<file path="src/rtl/ctrl_branch_resolve_pkg.sv">
// ---------------------------------------------------------------------------
// ctrl_pkg : condition codes, flag indices and condition evaluator. rev 1.0
// ---------------------------------------------------------------------------
`default_nettype none

package ctrl_pkg;

  typedef enum logic [2:0] {
    COND_ALWAYS = 3'd0,
    COND_Z      = 3'd1,
    COND_NZ     = 3'd2,
    COND_C      = 3'd3,
    COND_NC     = 3'd4,
    COND_N      = 3'd5,
    COND_NN     = 3'd6,
    COND_NEVER  = 3'd7
  } cond_e;

  localparam int FLG_Z = 0;
  localparam int FLG_C = 1;
  localparam int FLG_N = 2;

  function automatic logic cond_true(input cond_e c, input logic [2:0] f);
    case (c)
      COND_ALWAYS: cond_true = 1'b1;
      COND_Z:      cond_true = f[FLG_Z];
      COND_NZ:     cond_true = ~f[FLG_Z];
      COND_C:      cond_true = f[FLG_C];
      COND_NC:     cond_true = ~f[FLG_C];
      COND_N:      cond_true = f[FLG_N];
      COND_NN:     cond_true = ~f[FLG_N];
      default:     cond_true = 1'b0;
    endcase
  endfunction

endpackage

`default_nettype wire

</file>
<file path="src/rtl/ctrl_branch_resolve_if.sv">
// ---------------------------------------------------------------------------
// ctrl_branch_resolve_if : decode-side branch request and PC redirect bundle. rev 1.0
// ---------------------------------------------------------------------------
`default_nettype none

interface ctrl_branch_resolve_if #(
  parameter int PROG_CTR_WID = 10
);
  logic [PROG_CTR_WID-1:0] prog_ctr;
  logic                    br_en;
  logic [2:0]              br_cond;
  logic                    is_call;
  logic                    is_ret;
  logic [PROG_CTR_WID-1:0] br_target;
  logic                    flag_we;
  logic [2:0]              flags_in;
  logic                    branch_taken_reg;
  logic [PROG_CTR_WID-1:0] nxt_prog_ctr_r2;
  logic                    ras_err;

  modport master (
    output prog_ctr, br_en, br_cond, is_call, is_ret, br_target, flag_we, flags_in,
    input  branch_taken_reg, nxt_prog_ctr_r2, ras_err
  );

  modport slave (
    input  prog_ctr, br_en, br_cond, is_call, is_ret, br_target, flag_we, flags_in,
    output branch_taken_reg, nxt_prog_ctr_r2, ras_err
  );
endinterface

`default_nettype wire

</file>
<file path="src/rtl/ctrl_branch_resolve_ras.sv">
// ---------------------------------------------------------------------------
// ctrl_ras : circular return-address stack with sticky over/underflow error. rev 1.0
// ---------------------------------------------------------------------------
`default_nettype none

module ctrl_ras #(
  parameter int WID   = 10,
  parameter int DEPTH = 4
) (
  input  wire logic           clk,
  input  wire logic           reset,
  input  wire logic           push_i,
  input  wire logic           pop_i,
  input  wire logic [WID-1:0] push_data_i,
  output logic      [WID-1:0] top_o,
  output logic                empty_o,
  output logic                err_o
);

  localparam int PTR_W = $clog2(DEPTH);
  localparam int CNT_W = $clog2(DEPTH + 1);

  logic [WID-1:0]   stack_q [DEPTH];
  logic [PTR_W-1:0] ptr_q;
  logic [CNT_W-1:0] cnt_q;
  logic             err_q;
  logic             w_full;

  assign w_full  = (cnt_q == CNT_W'(DEPTH));
  assign empty_o = (cnt_q == '0);
  assign top_o   = stack_q[ptr_q - PTR_W'(1)];
  assign err_o   = err_q;

  // ptr_q names the next free slot; it wraps so an overflowing push overwrites the oldest entry
  always_ff @(posedge clk) begin
    if (reset) begin
      for (int i = 0; i < DEPTH; i++) stack_q[i] <= '0;
      ptr_q <= '0;
      cnt_q <= '0;
      err_q <= 1'b0;
    end else if (pop_i) begin
      if (empty_o) begin
        err_q <= 1'b1;
      end else begin
        ptr_q <= ptr_q - PTR_W'(1);
        cnt_q <= cnt_q - CNT_W'(1);
      end
    end else if (push_i) begin
      stack_q[ptr_q] <= push_data_i;
      ptr_q          <= ptr_q + PTR_W'(1);
      if (w_full) err_q <= 1'b1;
      else        cnt_q <= cnt_q + CNT_W'(1);
    end
  end

endmodule

`default_nettype wire

</file>
<file path="src/rtl/ctrl_branch_resolve.sv">
// ---------------------------------------------------------------------------
// ctrl_branch_resolve : two-stage branch resolve, RAS and shadow squash. rev 1.0
// ---------------------------------------------------------------------------
`default_nettype none

module ctrl_branch_resolve
  import ctrl_pkg::*;
#(
  parameter int PROG_CTR_WID = 10,
  parameter int RAS_DEPTH    = 4,
  parameter int SHADOW_LEN   = 3
) (
  input  wire logic        clk,
  input  wire logic        reset,
  ctrl_branch_resolve_if.slave br_if
);

  localparam int SH_W = (SHADOW_LEN < 1) ? 1 : $clog2(SHADOW_LEN + 1);

  typedef struct packed {
    logic                    valid;
    logic [PROG_CTR_WID-1:0] pc;
    logic                    br_en;
    cond_e                   cond;
    logic                    call;
    logic                    ret;
    logic [PROG_CTR_WID-1:0] tgt;
  } stage_t;

  stage_t                  r1_d, r1_q, r2_q;
  logic [2:0]              flags_q;
  logic [SH_W-1:0]         shadow_d, shadow_q;
  logic                    taken_q;
  logic [PROG_CTR_WID-1:0] npc_d, npc_q;

  logic [2:0]              w_flags;
  logic                    w_take;
  logic                    w_push;
  logic                    w_pop;
  logic [PROG_CTR_WID-1:0] w_ras_top;
  logic                    w_ras_empty;
  logic                    w_ras_err;

  always_comb begin
    r1_d       = '0;
    r1_d.valid = 1'b1;
    r1_d.pc    = br_if.prog_ctr;
    r1_d.br_en = br_if.br_en;
    r1_d.cond  = cond_e'(br_if.br_cond);
    r1_d.call  = br_if.is_call;
    r1_d.ret   = br_if.is_ret;
    r1_d.tgt   = br_if.br_target;
  end

  // Same-cycle ALU flags are forwarded into the r2 condition check
  assign w_flags = br_if.flag_we ? br_if.flags_in : flags_q;
  assign w_take  = r2_q.valid & r2_q.br_en & cond_true(r2_q.cond, w_flags)
                 & (shadow_q == '0);
  assign w_pop   = w_take & r2_q.ret;
  assign w_push  = w_take & r2_q.call & ~r2_q.ret;

  always_comb begin
    npc_d    = npc_q;
    shadow_d = shadow_q;
    if (w_take) begin
      shadow_d = SH_W'(SHADOW_LEN);
      if (r2_q.ret) npc_d = w_ras_empty ? '0 : w_ras_top;
      else          npc_d = r2_q.tgt;
    end else if (shadow_q != '0) begin
      shadow_d = shadow_q - SH_W'(1);
    end
  end

  always_ff @(posedge clk) begin
    if (reset) begin
      r1_q     <= '0;
      r2_q     <= '0;
      flags_q  <= '0;
      shadow_q <= '0;
      taken_q  <= 1'b0;
      npc_q    <= '0;
    end else begin
      r1_q     <= r1_d;
      r2_q     <= r1_q;
      if (br_if.flag_we) flags_q <= br_if.flags_in;
      shadow_q <= shadow_d;
      taken_q  <= w_take;
      npc_q    <= npc_d;
    end
  end

  ctrl_ras #(
    .WID   (PROG_CTR_WID),
    .DEPTH (RAS_DEPTH)
  ) u_ras (
    .clk         (clk),
    .reset       (reset),
    .push_i      (w_push),
    .pop_i       (w_pop),
    .push_data_i (r2_q.pc + PROG_CTR_WID'(1)),
    .top_o       (w_ras_top),
    .empty_o     (w_ras_empty),
    .err_o       (w_ras_err)
  );

  assign br_if.branch_taken_reg = taken_q;
  assign br_if.nxt_prog_ctr_r2  = npc_q;
  assign br_if.ras_err          = w_ras_err;

endmodule

`default_nettype wire

</file>
<file path="src/flat_wrapper.sv">
// flat-port wrapper written by rule: the top's interface ports become plain ports
module ctrl_branch_resolve_flat import ctrl_pkg::*;
#(
  parameter int PROG_CTR_WID = 10,
  parameter int RAS_DEPTH    = 4,
  parameter int SHADOW_LEN   = 3
)
  (clk, reset, br_if_prog_ctr, br_if_br_en, br_if_br_cond, br_if_is_call, br_if_is_ret, br_if_br_target, br_if_flag_we, br_if_flags_in, br_if_branch_taken_reg, br_if_nxt_prog_ctr_r2, br_if_ras_err);
  ctrl_branch_resolve_if #(.PROG_CTR_WID(PROG_CTR_WID)) br_if_i ();
  input  wire logic clk;
  input  wire logic reset;
  input wire logic [$bits(br_if_i.prog_ctr)-1:0] br_if_prog_ctr;
  input wire logic [$bits(br_if_i.br_en)-1:0] br_if_br_en;
  input wire logic [$bits(br_if_i.br_cond)-1:0] br_if_br_cond;
  input wire logic [$bits(br_if_i.is_call)-1:0] br_if_is_call;
  input wire logic [$bits(br_if_i.is_ret)-1:0] br_if_is_ret;
  input wire logic [$bits(br_if_i.br_target)-1:0] br_if_br_target;
  input wire logic [$bits(br_if_i.flag_we)-1:0] br_if_flag_we;
  input wire logic [$bits(br_if_i.flags_in)-1:0] br_if_flags_in;
  output wire logic [$bits(br_if_i.branch_taken_reg)-1:0] br_if_branch_taken_reg;
  output wire logic [$bits(br_if_i.nxt_prog_ctr_r2)-1:0] br_if_nxt_prog_ctr_r2;
  output wire logic [$bits(br_if_i.ras_err)-1:0] br_if_ras_err;
  assign br_if_i.prog_ctr = br_if_prog_ctr;
  assign br_if_i.br_en = br_if_br_en;
  assign br_if_i.br_cond = br_if_br_cond;
  assign br_if_i.is_call = br_if_is_call;
  assign br_if_i.is_ret = br_if_is_ret;
  assign br_if_i.br_target = br_if_br_target;
  assign br_if_i.flag_we = br_if_flag_we;
  assign br_if_i.flags_in = br_if_flags_in;
  assign br_if_branch_taken_reg = br_if_i.branch_taken_reg;
  assign br_if_nxt_prog_ctr_r2 = br_if_i.nxt_prog_ctr_r2;
  assign br_if_ras_err = br_if_i.ras_err;
  ctrl_branch_resolve #(.PROG_CTR_WID(PROG_CTR_WID), .RAS_DEPTH(RAS_DEPTH), .SHADOW_LEN(SHADOW_LEN)) u_core (.clk(clk), .reset(reset), .br_if(br_if_i));
endmodule
</file>
<file path="config.mk">
export PLATFORM = sky130hd
export DESIGN_NAME = ctrl_branch_resolve_flat
export DESIGN_NICKNAME = d
export VERILOG_FILES = /design/src/rtl/ctrl_branch_resolve_pkg.sv /design/src/rtl/ctrl_branch_resolve_if.sv /design/src/rtl/ctrl_branch_resolve_ras.sv /design/src/rtl/ctrl_branch_resolve.sv /design/src/flat_wrapper.sv
export SDC_FILE = /design/constraint.sdc
export NUM_CORES = 1
export LEC_CHECK = 0
export ABC_AREA = 1
export CAP_MARGIN = 5
export CORE_MARGIN = 1
export CORE_UTILIZATION = 58
export CTS_BUF_LIST = sky130_fd_sc_hd__clkbuf_8
export DETAILED_ROUTE_END_ITERATION = 10
export PLACE_DENSITY = 0.81
export SLEW_MARGIN = 10
export SYNTH_ARGS = -nofsm -noshare
export SYNTH_HDL_FRONTEND = slang
export SYNTH_SLANG_ARGS = --single-unit
</file>
<file path="constraint.sdc">
create_clock -name clk -period 3.9 [get_ports clk]
set_clock_uncertainty 0.05 [all_clocks]
set_input_delay 1.17 -clock clk [delete_from_list [all_inputs] [get_ports clk]]
set_output_delay 1.17 -clock clk [all_outputs]
set_load 0.03 [all_outputs]
</file>
==> flow_metrics.py <==
metrics = {
    "clock_tree": {
        "cts_sinks": 116,
        "clock_latency_ps": 430,
        "postCtsSetupRepairBufs": 0,
        "cts_buffer_depth": 2,
        "htree_levels": 4,
        "cts_root_buf": "clkbuf_8",
        "tritoncts": "done",
        "cts_hold_buf": 0,
        "post_cts_resized": 0,
        "cts_buffers": 17,
        "clk_pin_slew_ps": 70,
    },
    "floorplan": {
        "die_w_um": 91.0,
        "die-area_sq_um": 8280,
        "row_count": 32,
        "ios": 44,
        "start_util_pct": 59.7,
        "fp.dieH_um": 91.0,
        "fp.coreArea_sq_um": 7690,
    },
    "worst_setup_path": {
        "setup.worst_path.start": "br_if_flag_we",
        "path_max_fanout": 10,
        "crit_arrival_ps": 3340,
        "cp_slowest_cell": "clkdlybuf4s50_1",
        "start_kind": "primary input",
        "slowest_delay_ps": 650,
        "critical_path_class": "primary input to register",
        "r2r-end": "u_core.u_ras.stack_q[1][3]$_SDFFCE_PN0P_",
        "worstReg2RegStart": "u_core.u_ras.ptr_q[0]$_SDFFE_PP0P_",
        "crit_chain": "clkdlybuf4s50_1, inv_4, nand2_1, nand2_1, nor2_1, nor2_1, nand3_2, nand3_4, nor2_2, nand2_2, nor2_4, nand2_2, nand2_1",
        "cp-endpoint": "u_core.u_ras.stack_q[0][5]$_SDFFCE_PN0P_",
        "end_kind": "register",
        "cp_data_required_time_ps": 3930,
        "cp_common_cell": "nand2_1",
        "reg2reg_depth": 5,
        "rrSetupSlack_ps": 1430,
    },
    "global_routing": {
        "grt_max_degree": 57,
        "grt_pass1_wl_um": 15900,
        "grt_usage_pct": 25.6,
        "antenna_found_initial": 0,
        "grt_overflow": 0,
        "grt_pass1_vias": 3389,
    },
    "synthesis": {
        "syn_nets": 567,
        "synth.distinct_cells": 29,
        "syn_inst": 532,
        "synth_ff_type": "dfxtp_1",
        "ys_ff_latch": 116,
        "syn_area_per_cell_sq_um": 8.63,
        "synth_sequential_area_ratio_pct": 59.3,
        "synthArstFlopShare_pct": 0,
        "synth_edf_count": 40,
        "yosysWarnings": 0,
        "syn_area_sq_um": 4590,
    },
    "timing": {
        "fin_crit_ps": 3320,
        "rsz0062_at_grt": "false",
        "slew_headroom_pct": 44.3,
        "hold_viol_final": 0,
        "final-setup-viol-count": 0,
        "fin_crit_sh_pct": 85.1,
        "tns_ps": 0,
        "final_max_slew_viol_count": 0,
        "fmax_mhz": 301,
        "worst-slew-pin-transition_ps": 833,
    },
    "placement": {
        "dpl.hpwl_um": 6580,
        "numPlacedInstances": 663,
        "io_buffer_count": 43,
        "place_congestion": 0.876,
    },
    "final_layout": {
        "diodes": 0,
        "area_delta_synth_final_pct": 21.0,
        "fin_nets": 615,
        "largest_reg_flops": 40,
        "largest_register": "u_core.u_ras.stack_q",
        "fill_cells": 559,
        "drive_above_1_share_pct": 9.61,
        "reg_top3": "u_core.u_ras.stack_q (40), u_core.r1_q (27), u_core.r2_q (27)",
        "stdcell_count": 695,
    },
    "drt": {
        "vias": 3597,
        "dr.pass1.iters": 6,
        "dr.first_iter.drc_count": 405,
        "ant_nets": 0,
        "viasPerCell": 5.18,
        "drc": 0,
        "route.detailed.wl_per_inst_um": 13.8,
        "routed_wl_um": 9590,
    },
    "min_path": {
        "hp-class": "register to register",
        "holdPathStages": 2,
    },
    "power_and_ir_drop": {
        "p_per_area_nw_per_um2": 502,
        "max-vdd-ir-drop_mv": 0.355,
        "p_leak_nw": 2.34,
    },
    "outcome": {
        "status": "finished clean",
    },
    "job": {
        "cap_violations": 0,
    },
}
[worst max-delay path: cells and delay by family]
kind | cells | cell delay, ps
buffers and inverters | 2 | 720
and+or+nand+nor | 11 | 1450
[per-layer routing]
metal	up-vias	track usage, %	part of all wire [%]
met2	185	42.0	50
met3	27	8.63	9.1
met1	1628	31.2	39
li1	1757	-	-
met4	0	10.2	2.2
met5	-	0	0
[layout make-up]
cell class | count | area [sq um] | area share, %
Multi-Input combinational cell | 302 | 1420 | 25.6
Clock inverter | 15 | 229 | 4.12
Clock buffer | 17 | 234 | 4.21
Sequential cell | 116 | 2720 | 49.0
Tap cell | 102 | 128 | 2.30
Timing Repair Buffer | 48 | 463 | 8.33
Inverter | 95 | 359 | 6.46
[synthesized netlist by cell type (all sizes together), types with 2 or more instances]
library cell	number	area (sq um)
clkbuf	8	30.0
a221oi	10	87.6
ha	2	25.0
a21oi	20	100
o21ai	17	85.1
edfxtp	40	1200
xor2	5	43.8
nor2	112	445
nand2	93	354
inv	94	355
buf	11	58.8
nand3	32	188
dfxtp	76	1520
nand4	3	18.8
nor3	5	40.0
[worst min-delay path by stage]
stage	startpoint	to	slack [ps]
CTS	u_core.r1_q[23]$_SDFF_PP0_	u_core.r2_q[23]$_SDFF_PP0_	350
global route	u_core.r1_q[14]$_SDFF_PP0_	u_core.r2_q[14]$_SDFF_PP0_	370
global placement	u_core.r1_q[13]$_SDFF_PP0_	u_core.r2_q[13]$_SDFF_PP0_	340
finish	u_core.r1_q[23]$_SDFF_PP0_	u_core.r2_q[23]$_SDFF_PP0_	350
detailed placement	u_core.r1_q[18]$_SDFF_PP0_	u_core.r2_q[18]$_SDFF_PP0_	340
floorplan	u_core.r1_q[0]$_SDFF_PP0_	u_core.r2_q[0]$_SDFF_PP0_	340
[placed cells by master (no fill, tap or decap), types with 4 or more instances in the layout]
cell type / instances
clkbuf_8: 17
edfxtp_1: 40
inv_2: 4
clkdlybuf4s50_1: 42
o21ai_0: 17
nand2_1: 91
a21oi_1: 20
nor2_1: 108
nand3_1: 28
a221oi_1: 10
buf_4: 5
dfxtp_1: 76
bufinv_16: 5
clkinv_4: 4
xor2_1: 5
inv_1: 89
[per-stage QoR]
step	hold WS [ps]	util (%)	setup slack (ps)	area [sq um]	power, mW
final	352	72.3	583	5560	2.79
after global routing	368	72.3	425	5560	2.89
after CTS	355	72.3	638	5560	2.80
after detailed placement	344	66.3	220	5090	1.55
after global placement	339	66.3	363	5090	1.53
after floorplan	338	-	716	4590	1.47
[power by group]
part / internal, mW / switching [mW] / leakage, nW
registers: 1.30 / 0.0242 / 1.04
clock network: 0.767 / 0.496 / 0.227
logic: 0.0736 / 0.125 / 1.07
total: 2.14 / 0.646 / 2.34
[logic make-up (layout without fill, tap and decap cells)]
family | after synthesis | after routing | synth area share, %
flops | 116 | 116 | 59.3
xor+xnor | 5 | 5 | 0.954
fa+ha+maj | 3 | 3 | 0.981
compound gates | 48 | 48 | 6.10
buf+inv | 114 | 175 | 9.75
simple gates | 246 | 246 | 22.9
Note: power is estimated with default switching activity, not from simulation.
